## config.mk

```make
export PLATFORM = sky130hd
export DESIGN_NAME = multicycle_controller
export DESIGN_NICKNAME = d
export VERILOG_FILES = /design/src/rtl/multicycle_controller.sv
export SDC_FILE = /design/constraint.sdc
export NUM_CORES = 1
export LEC_CHECK = 0
export ABC_AREA = 1
export CORE_UTILIZATION = 40
export DETAILED_ROUTE_END_ITERATION = 16
export GPL_ROUTABILITY_DRIVEN = 0
export HOLD_SLACK_MARGIN = 0.03
export PLACE_DENSITY = 0.69
export RECOVER_POWER = 25
export SYNTH_ARGS = -nofsm -noshare
export SYNTH_HDL_FRONTEND = slang
export SYNTH_SLANG_ARGS = --single-unit
```

## constraint.sdc

```tcl
create_clock -name clk -period 1.9 [get_ports clk]
set_input_delay 0.57 -clock clk [delete_from_list [all_inputs] [get_ports clk]]
set_output_delay 0.57 -clock clk [all_outputs]
set_load 0.005 [all_outputs]
```

## src/rtl/multicycle_controller.sv

```systemverilog
// multicycle_controller: multicycle RV32I control FSM with handshaked memory and stall watchdog; define MC_CTRL_ILLEGAL_TRAP_EN for a sticky illegal-instruction trap
module multicycle_controller #(
    parameter int WAIT_TIMEOUT = 16,
    parameter int CNT_W        = 8
) (
    input  logic       clk,
    input  logic       reset,
    input  logic [6:0] op,
    input  logic [2:0] funct3,
    input  logic       funct7b5,
    input  logic       Zero,
    input  logic       LessThan,
    input  logic       LessThanUnsigned,
    input  logic       mem_ready,
    output logic       mem_req,
    output logic       MemWrite,
    output logic       AdrSrc,
    output logic       IRWrite,
    output logic       PCWrite,
    output logic       RegWrite,
    output logic [1:0] ALUSrcA,
    output logic [1:0] ALUSrcB,
    output logic [1:0] ResultSrc,
    output logic [2:0] immsrc,
    output logic [3:0] ALUControl,
    output logic       bus_err,
    output logic       illegal,
    output logic [4:0] state
);
    typedef enum logic [4:0] {
        FETCH, DECODE, MEMADR, MEMRD, MEMWB, MEMWR, EXR, EXI,
        ALUWB, BRANCH, JAL, JALR, LUI, AUIPC, TRAP, BUSERR
    } state_t;

    localparam logic [CNT_W-1:0] LAST = CNT_W'(WAIT_TIMEOUT - 1);

    state_t           cur, nxt;
    logic             jr, jr_nxt, waiting, expired, cond;
    logic [CNT_W-1:0] wcnt;
    logic [3:0]       alu_dec;

    assign state   = cur;
    assign bus_err = cur == BUSERR;
`ifdef MC_CTRL_ILLEGAL_TRAP_EN
    assign illegal = cur == TRAP;
`else
    assign illegal = 1'b0;
`endif
    assign waiting = (cur == FETCH || cur == MEMRD || cur == MEMWR) && !mem_ready;
    assign expired = WAIT_TIMEOUT != 0 && waiting && wcnt == LAST;
    assign cond    = (funct3[2] ? (funct3[1] ? LessThanUnsigned : LessThan) : Zero) ^ funct3[0];

    // funct3 to ALU operation; sub exists only for R-type, sra for both shift forms
    always_comb begin
        case (funct3)
            3'b000:  alu_dec = (cur == EXR && funct7b5) ? 4'b0001 : 4'b0000;
            3'b001:  alu_dec = 4'b0111;
            3'b010:  alu_dec = 4'b0101;
            3'b011:  alu_dec = 4'b0110;
            3'b100:  alu_dec = 4'b0100;
            3'b101:  alu_dec = funct7b5 ? 4'b1001 : 4'b1000;
            3'b110:  alu_dec = 4'b0011;
            default: alu_dec = 4'b0010;
        endcase
    end

    // next state and datapath controls; reset masks every enable so an access is dropped
    always_comb begin
        nxt        = cur;
        jr_nxt     = 1'b0;
        mem_req    = 1'b0;
        MemWrite   = 1'b0;
        AdrSrc     = 1'b0;
        IRWrite    = 1'b0;
        PCWrite    = 1'b0;
        RegWrite   = 1'b0;
        ALUSrcA    = 2'b00;
        ALUSrcB    = 2'b00;
        ResultSrc  = 2'b00;
        immsrc     = 3'b000;
        ALUControl = 4'b0000;
        case (cur)
            FETCH: begin
                mem_req   = 1'b1;
                ALUSrcB   = 2'b10;
                ResultSrc = 2'b10;
                IRWrite   = mem_ready;
                PCWrite   = mem_ready;
                nxt       = mem_ready ? DECODE : expired ? BUSERR : FETCH;
            end
            DECODE: begin
                ALUSrcA = 2'b01;
                ALUSrcB = 2'b01;
                immsrc  = op == 7'b1101111 ? 3'b011 : 3'b010;
                case (op)
                    7'b0000011, 7'b0100011: nxt = MEMADR;
                    7'b0110011:             nxt = EXR;
                    7'b0010011:             nxt = EXI;
                    7'b1100011:             nxt = BRANCH;
                    7'b1101111:             nxt = JAL;
                    7'b1100111:             nxt = JALR;
                    7'b0110111:             nxt = LUI;
                    7'b0010111:             nxt = AUIPC;
                    default:                nxt = TRAP;
                endcase
            end
            MEMADR: begin
                ALUSrcA = 2'b10;
                ALUSrcB = 2'b01;
                immsrc  = {2'b00, op[5]};
                nxt     = op[5] ? MEMWR : MEMRD;
            end
            MEMRD: begin
                mem_req = 1'b1;
                AdrSrc  = 1'b1;
                nxt     = mem_ready ? MEMWB : expired ? BUSERR : MEMRD;
            end
            MEMWB: begin
                ResultSrc = 2'b01;
                RegWrite  = 1'b1;
                nxt       = FETCH;
            end
            MEMWR: begin
                mem_req  = 1'b1;
                AdrSrc   = 1'b1;
                MemWrite = 1'b1;
                nxt      = mem_ready ? FETCH : expired ? BUSERR : MEMWR;
            end
            EXR, EXI: begin
                ALUSrcA    = 2'b10;
                ALUSrcB    = {1'b0, cur == EXI};
                ALUControl = alu_dec;
                nxt        = ALUWB;
            end
            ALUWB: begin
                RegWrite = 1'b1;
                nxt      = FETCH;
            end
            BRANCH: begin
                ALUSrcA    = 2'b10;
                ALUControl = 4'b0001;
                PCWrite    = cond && funct3[2:1] != 2'b01;
                nxt        = funct3[2:1] == 2'b01 ? TRAP : FETCH;
            end
            JAL: begin
                ALUSrcA = 2'b01;
                ALUSrcB = 2'b10;
                immsrc  = 3'b011;
                PCWrite = 1'b1;
                nxt     = ALUWB;
            end
            JALR: begin
                ALUSrcA = jr ? 2'b01 : 2'b10;
                ALUSrcB = jr ? 2'b10 : 2'b01;
                PCWrite = jr;
                jr_nxt  = !jr;
                nxt     = jr ? ALUWB : JALR;
            end
            LUI: begin
                ALUSrcA = 2'b11;
                ALUSrcB = 2'b01;
                immsrc  = 3'b100;
                nxt     = ALUWB;
            end
            AUIPC: begin
                ALUSrcA = 2'b01;
                ALUSrcB = 2'b01;
                immsrc  = 3'b100;
                nxt     = ALUWB;
            end
`ifdef MC_CTRL_ILLEGAL_TRAP_EN
            TRAP:    nxt = TRAP;
`else
            TRAP:    nxt = FETCH;
`endif
            default: nxt = BUSERR;
        endcase
        if (reset) begin
            mem_req  = 1'b0;
            MemWrite = 1'b0;
            IRWrite  = 1'b0;
            PCWrite  = 1'b0;
            RegWrite = 1'b0;
        end
    end

    // state, JALR second-cycle flag and watchdog; wcnt restarts whenever the state moves
    always_ff @(posedge clk) begin
        if (reset) begin
            cur  <= FETCH;
            jr   <= 1'b0;
            wcnt <= '0;
        end else begin
            cur  <= nxt;
            jr   <= jr_nxt;
            wcnt <= nxt != cur ? '0 : waiting ? wcnt + 1'b1 : wcnt;
        end
    end
endmodule

```

==> qor.yml, run 1 <==
detailed_routing:
  routed_wirelength_um: 6319
  route.antenna.remaining_nets: 0
  via_count: 2085
  drt-initial-drc-count: 137
  drt-wirelength-per-cell_um: 16.29
  detail_route.vias_per_cell: 5.374
  firstDrtPassIters: 5
  remaining_drc_errors: 0
cells_and_area:
  final_nets: 361
  num_antenna_cells: 0
  drive_above_1_share: 0.5848
  multiInputGateArea_um2: 1227
  n_fill_cell: 220
  area.growth.synth_to_final_pct: 93.10
  final_core_util: 0.8125
  register_area_um2: 272.8
cts:
  clock-root-buffer: "clkbuf_4"
  number_of_buffers_inserted_during_clock_tree_synthesis: 3
  clkSlewWorstSetupHoldPaths_ps: 90
  clock_tree_from_tritoncts: "built"
  worst_case_clock_buffer_depth: 2
  htree_num_levels: 1
  clock_sinks: 13
  clock_insertion_delay_worst_skew_ps: 300
sta:
  post-route-worst-setup-slack_ps: -250.6
  clock.fmax_mhz: 465.0
  hold_viol: 0
  timing.final.max_slew_violations: 0
  timing.final.crit_period_ps: 2151
  grt_setup_unrepaired: "true"
  totalNegativeSetupSlack_ps: -3506
  clock_skew_ps: 9.982
  setup_viol: 24
  final_min_period_over_clock_period: 1.132
synth:
  synth_cell_types: 34
  post_synth.cell_area_avg_um2: 6.521
  synth_adder_area_share: 0.008842
  yosys_synthesis_warning_count: 0
  synthSimpleGateAreaFrac: 0.5234
  synth_top_area_frac: 0.1839
  synthArstFlopShare: 0
  post_synth_most_frequent_cells: "nand2_1 (40), nor2_1 (27), inv_1 (26)"
  synth-edff-count: 0
  postSynthRegisterBits: 13
  synth-seq-area-share: 0.1839
  synth-compound-area-share: 0.1043
  synth_largest_area_cell: "dfxtp_1"
  ys_top_cells_by_area: "dfxtp_1 (18%), nand2_1 (11%), nor2_1 (7.2%)"
  synth_mux_area_frac: 0.007073
  post_synth_instance_area_um2: 1415
  share_of_the_synthesized_netlist_area_taken_by_xor_and_xnor_gates: 0.04863
  synth_top_family_by_area: "simple AND/OR/NAND/NOR gates"
  synth_cells: 217
  post-synth-top-count-cell: "nand2_1"
  postSynth.topFlopCell: "dfxtp_1"
global_route:
  antenna_found_initial: 0
  grt_pass1_vias: 1723
  grt_pass1_wl_um: 7452
  total_routing_resource_utilization_after_global_routing: 0.2668
  grt_overflow_total: 0
  met1_usage: 0.3061
  grt_most_used_layer: "met2"
  met3_track_demand_over_resource_in_global_routing: 0.04412
  maximum_number_of_pins_on_one_net_before_global_route_repair: 9
  gr-usage-met2: 0.5008
floorplan:
  fp.dieH_um: 61.48
  die_ar_um2: 3780
  std_cell_rows: 21
  floorplan.initialDensity: 0.4208
  design.core.area_um2: 3363
  die_width_um: 61.48
  io_pins: 43
setup_path:
  crit_type: "input port to primary output"
  cp_data_arrival_time_ps: 1580
  reg2reg_slack_ps: -230
  timing.critical_path.from_type: "input port"
  worst_setup_path_end_kind: "primary output"
  origin_of_the_critical_flop_to_flop_path: "state[2]$_SDFF_PP0_"
  timing.reg2reg.worst_path_depth: 10
  end_of_the_worst_register_to_register_path: "wcnt[6]$_SDFFE_PP0P_"
  worstPathRequired_ps: 1330
  cp_max_fo: 2
pwr:
  worst_ir_drop_vdd_mv: 0.4100
  power_per_cell_area_nw_per_um2: 611.3
  static-leakage-power_nw: 1.425
flow_run:
  maxCapViolCount: 0
status:
  run_status: "complete, but fails checks"
  violated_checks: "setup timing"
worst_hold_path:
  endpoint_worst_hold: "wcnt[7]$_SDFFE_PP0P_"
  hold_path.startpoint: "wcnt[7]$_SDFFE_PP0P_"
  whs_path_depth: 2
  hold_class: "flip-flop to flip-flop"
placed_design:
  port_buffers: 40
  detailedPlacementHpwl_um: 3440
## power by group
group / leakage (nW) / switching, mW / internal [mW] / total [mW]
Combinational: 1.30 / 0.612 / 0.543 / 1.15
Sequential: 0.108 / 0.0314 / 0.294 / 0.325
Clock: 0.0177 / 0.112 / 0.0785 / 0.191
## area by class of cell
type | instances | area share
well taps | 46 | 0.02106
inverters | 35 | 0.05815
clock inverters | 1 | 0.001832
clock buffers | 3 | 0.008242
repair buffers | 124 | 0.3617
flip-flops and latches | 13 | 0.09982
multi-input cells | 166 | 0.4492
## layout by cell type (no fill, tap or decap), types with 7 or more instances in the layout
cell,count
nand2_1,30
nor2_2,12
nor2_4,13
buf_4,68
nand2_2,12
buf_6,18
inv_1,20
dlygate4sd2_1,8
nand3_1,12
dfxtp_1,9
buf_2,20
nand4_1,8
nand3_2,7
inv_2,9
nor2_1,19
## kinds of logic (layout without fill, tap and decap cells)
logic type               Yosys count  after routing
buffers and inverters             39            163
adder cells (fa/ha/maj)            1              1
flip-flops                        13             13
AND/OR/NAND/NOR                  131            131
other                              1              2
multiplexers                       1              1
XOR/XNOR                           7              7
AO/OA/AOI/OAI                     24             24
## per-stage QoR
stage	power (mW)	worst slack [ps]	hold slack, ps	cell area [um^2]	instances
3_5_place_dp	1.199	-942.3	527.9	2276	355
2_1_floorplan	0.7636	163.6	507.4	1419	218
4_1_cts	1.510	-138.3	557.9	2561	377
5_1_grt	1.739	-323.2	598.5	2733	388
6_report	1.671	-250.6	563.1	2733	388
3_3_place_gp	1.185	-899.4	525.3	2276	355
## metal layers
metal | wire [um] | up-vias
li1 | - | 956
met1 | 2376 | 968
met2 | 3159 | 121
met3 | 485 | 40
met4 | 298 | 0
met5 | 0 | -
## state kept, by name, summed over array words and instances (netlist names)
name   flops
wcnt       8
state      4
jr         1
## repair_timing
item                                    CTS  global route
endpoints found under the setup margin   31            30
resized for setup                       163            39
buffers inserted                         19            11
pin swaps                                30            13
hold buffers                              0             0
## critical path: stages
cell,delay (ps)
clkdlybuf4s15_1,160
nor2_1,120
o21ai_2,80
a21oi_1,170
o211ai_1,160
a31oi_4,180
buf_2,130
## worst max path at each step
stage                    startpoint                    to  slack, ps  cells past startpoint
2_1_floorplan             funct3[2]         ALUControl[0]        160                      5
3_3_place_gp              funct3[1]               PCWrite       -900                      8
3_5_place_dp              funct3[1]               PCWrite       -940                      8
4_1_cts         state[0]$_SDFF_PP0_               PCWrite       -140                      8
5_1_grt        wcnt[0]$_SDFFE_PP0P_  wcnt[6]$_SDFFE_PP0P_       -320                      8
6_report           LessThanUnsigned               PCWrite       -250                      7
No activity file was read; power rests on OpenSTA's default activity.
==> run 2: changes to the inputs <==
--- a/config.mk
+++ b/config.mk
@@ -6,6 +6,7 @@
 export NUM_CORES = 1
 export LEC_CHECK = 0
 export ABC_AREA = 1
+export CORE_MARGIN = 4
 export CORE_UTILIZATION = 40
 export DETAILED_ROUTE_END_ITERATION = 16
 export GPL_ROUTABILITY_DRIVEN = 0
==> run 2 against run 1 <==
The flow still finishes with violations (setup timing). Utilization rose by 1.4 points. Via count rose by 2.5%. Global-route usage rose by 0.71 points. Critical endpoint is now ResultSrc[0]. Largest cell class unchanged.
==> qor.yml, run 2 (same netlist as run 1, synthesis figures left out) <==
detailed_routing:
  via_count: 2138  # +2.5%
  drt-wirelength-per-cell_um: 17.27  # +6.1%
  drt-initial-drc-count: 171  # +25%
  detail_route.vias_per_cell: 5.426  # +0.98%
  remaining_drc_errors: 0  # unchanged
  route.antenna.remaining_nets: 0  # unchanged
  routed_wirelength_um: 6805  # +7.7%
  firstDrtPassIters: 5  # unchanged
setup_path:
  timing.critical_path.from_type: "flip-flop"
  cp_max_fo: 4  # +2
  timing.reg2reg.worst_path_depth: 13  # +3
  cp_data_arrival_time_ps: 1530  # -50 ps
  worst_setup_path_end_kind: "primary output"
  worstPathRequired_ps: 1330  # about the same
  crit_type: "flip-flop to primary output"
pwr:
  static-leakage-power_nw: 1.437  # +0.84%
  power_per_cell_area_nw_per_um2: 609.0  # -0.39%
  design_power_total_mw: 1.706  # +2.1%
  worst_ir_drop_vdd_mv: 0.5362  # +31%
global_route:
  grt_pass1_wl_um: 9459  # +27%
  maximum_number_of_pins_on_one_net_before_global_route_repair: 9  # unchanged
  met1_usage: 0.2910  # -0.01511
  grt_pass1_vias: 2114  # +23%
  met3_track_demand_over_resource_in_global_routing: 0.06822  # +0.02410
  total_routing_resource_utilization_after_global_routing: 0.2739  # +0.007077
  antenna_found_initial: 0  # unchanged
  grt_most_used_layer: "met2"
  gr-usage-met2: 0.5055  # +0.004700
  grt_overflow_total: 0  # unchanged
cells_and_area:
  layout_common_cells: "buf_4 (73), nand2_1 (28), buf_2 (20)"
  flip_flop_count_of_the_largest_register_all_copies_and_words_added: 8  # unchanged
  drive_above_1_share: 0.6178  # +0.03302
  area.growth.synth_to_final_pct: 97.97
  largest_register: "wcnt"
  final_nets: 367  # +1.7%
  final_cell_area_um2: 2801  # +2.5%
  layoutNonFillerInstCount: 394  # +1.5%
  final_common_cell: "buf_4"
  num_antenna_cells: 0  # unchanged
sta:
  clock_skew_ps: 13.42  # +3.433 ps
  timing.final.max_slew_violations: 0  # unchanged
  timing.final.crit_period_ps: 2105  # -46.05 ps
  setup_viol: 22  # -8.3%
  clock.fmax_mhz: 475.2  # +2.2%
  hold_viol: 0  # unchanged
  grt_setup_unrepaired: "true"
  finalHoldWorstSlack_ps: 577.2  # +14.09 ps
  post-route-worst-setup-slack_ps: -204.6  # +46.05 ps
  final_min_period_over_clock_period: 1.108  # -0.02424
worst_hold_path:
  hold_class: "flip-flop to flip-flop"
  whs_path_depth: 2  # unchanged
floorplan:
  floorplan.initialDensity: 0.4175  # -0.003262
  die_width_um: 67.48  # +9.8%
  io_pins: 43  # unchanged
  std_cell_rows: 21  # unchanged
  design.core.area_um2: 3390  # +0.78%
  die_ar_um2: 4554  # +20%
  fp.dieH_um: 67.48  # +9.8%
cts:
  clock_insertion_delay_worst_skew_ps: 290  # about the same
  clock_tree_from_tritoncts: "built"
  worst_case_clock_buffer_depth: 2  # unchanged
  clock_sinks: 13  # unchanged
  clock-root-buffer: "clkbuf_4"
  number_of_buffers_inserted_during_clock_tree_synthesis: 3  # unchanged
  clkSlewWorstSetupHoldPaths_ps: 80  # about the same
  post_cts_hold_buffer_count: 0  # unchanged
  htree_num_levels: 1  # unchanged
flow_run:
  maxCapViolCount: 0  # unchanged
status:
  violated_checks: "setup timing"
  run_status: "complete, but fails checks"
placed_design:
  port_buffers: 40  # unchanged
  detailedPlacementHpwl_um: 3520  # +2.3%
  placedCellCount: 361  # +1.7%
  detailed_place.area_um2: 2308  # +1.4%
[run 2: final timing paths]
path | from | endpoint | slack (ps)
max reg2reg | state[0]$_SDFF_PP0_ | wcnt[6]$_SDFFE_PP0P_ | -160
min reg2reg | wcnt[7]$_SDFFE_PP0P_ | wcnt[7]$_SDFFE_PP0P_ | 580
min | wcnt[7]$_SDFFE_PP0P_ | wcnt[7]$_SDFFE_PP0P_ | 580
max | state[2]$_SDFF_PP0_ | ResultSrc[0] | -200
[run 2: worst max-delay path, cell delays in order (launching register included)]
cell and delay, ps:
dfxtp_4 420, inv_8 50, buf_12 120, nor2_4 140, buf_4 130, inv_2 50, buf_4 120, nor2_1 90
buf_2 130
[run 2: stage by stage]
step	util	TNS [ps]	setup slack (ps)
after floorplan	-	0	163.6
after global placement	0.6811	-13250	-887.8
final	0.8265	-2967	-204.6
after detailed placement	0.6811	-13770	-976.5
after CTS	0.7822	-1362	-108.3
after global routing	0.8265	-5009	-292.5
[run 2: layout make-up]
class	instances	area, um^2
sequential	13	272.8
timing repair buffer	130	1042
fill	198	588.1
inverter	35	158.9
multi-input combinational	166	1244
tap	46	57.56
clock buffer	4	26.28
[run 2: where the power goes]
| part | switching [mW] | internal, mW |
|---|---|---|
| clock network | 0.101 | 0.0816 |
| registers | 0.0366 | 0.294 |
| logic | 0.613 | 0.579 |
[run 2: routing by layer]
metal  share of wire  wire [um]  up-vias
li1                -          -      975
met1            0.37       2507     1000
met2            0.51       3437      122
met3           0.073        500       41
met4           0.053        360        0
met5               0          0        -
[run 2: what timing repair did]
item                                    CTS  global route
pin swaps                                37            21
endpoints found under the setup margin   32            30
gates resized for setup                 180            43
buffers inserted                         21             9
==> run 3: changes to the inputs <==
--- a/config.mk
+++ b/config.mk
@@ -6,8 +6,10 @@
 export NUM_CORES = 1
 export LEC_CHECK = 0
 export ABC_AREA = 1
+export CAP_MARGIN = 20
 export CORE_MARGIN = 4
 export CORE_UTILIZATION = 40
+export CTS_CLUSTER_DIAMETER = 60
 export DETAILED_ROUTE_END_ITERATION = 16
 export GPL_ROUTABILITY_DRIVEN = 0
 export HOLD_SLACK_MARGIN = 0.03
==> results of run 3 <==
Same layout as run 2: the final DEF is identical, and so are final timing and power.
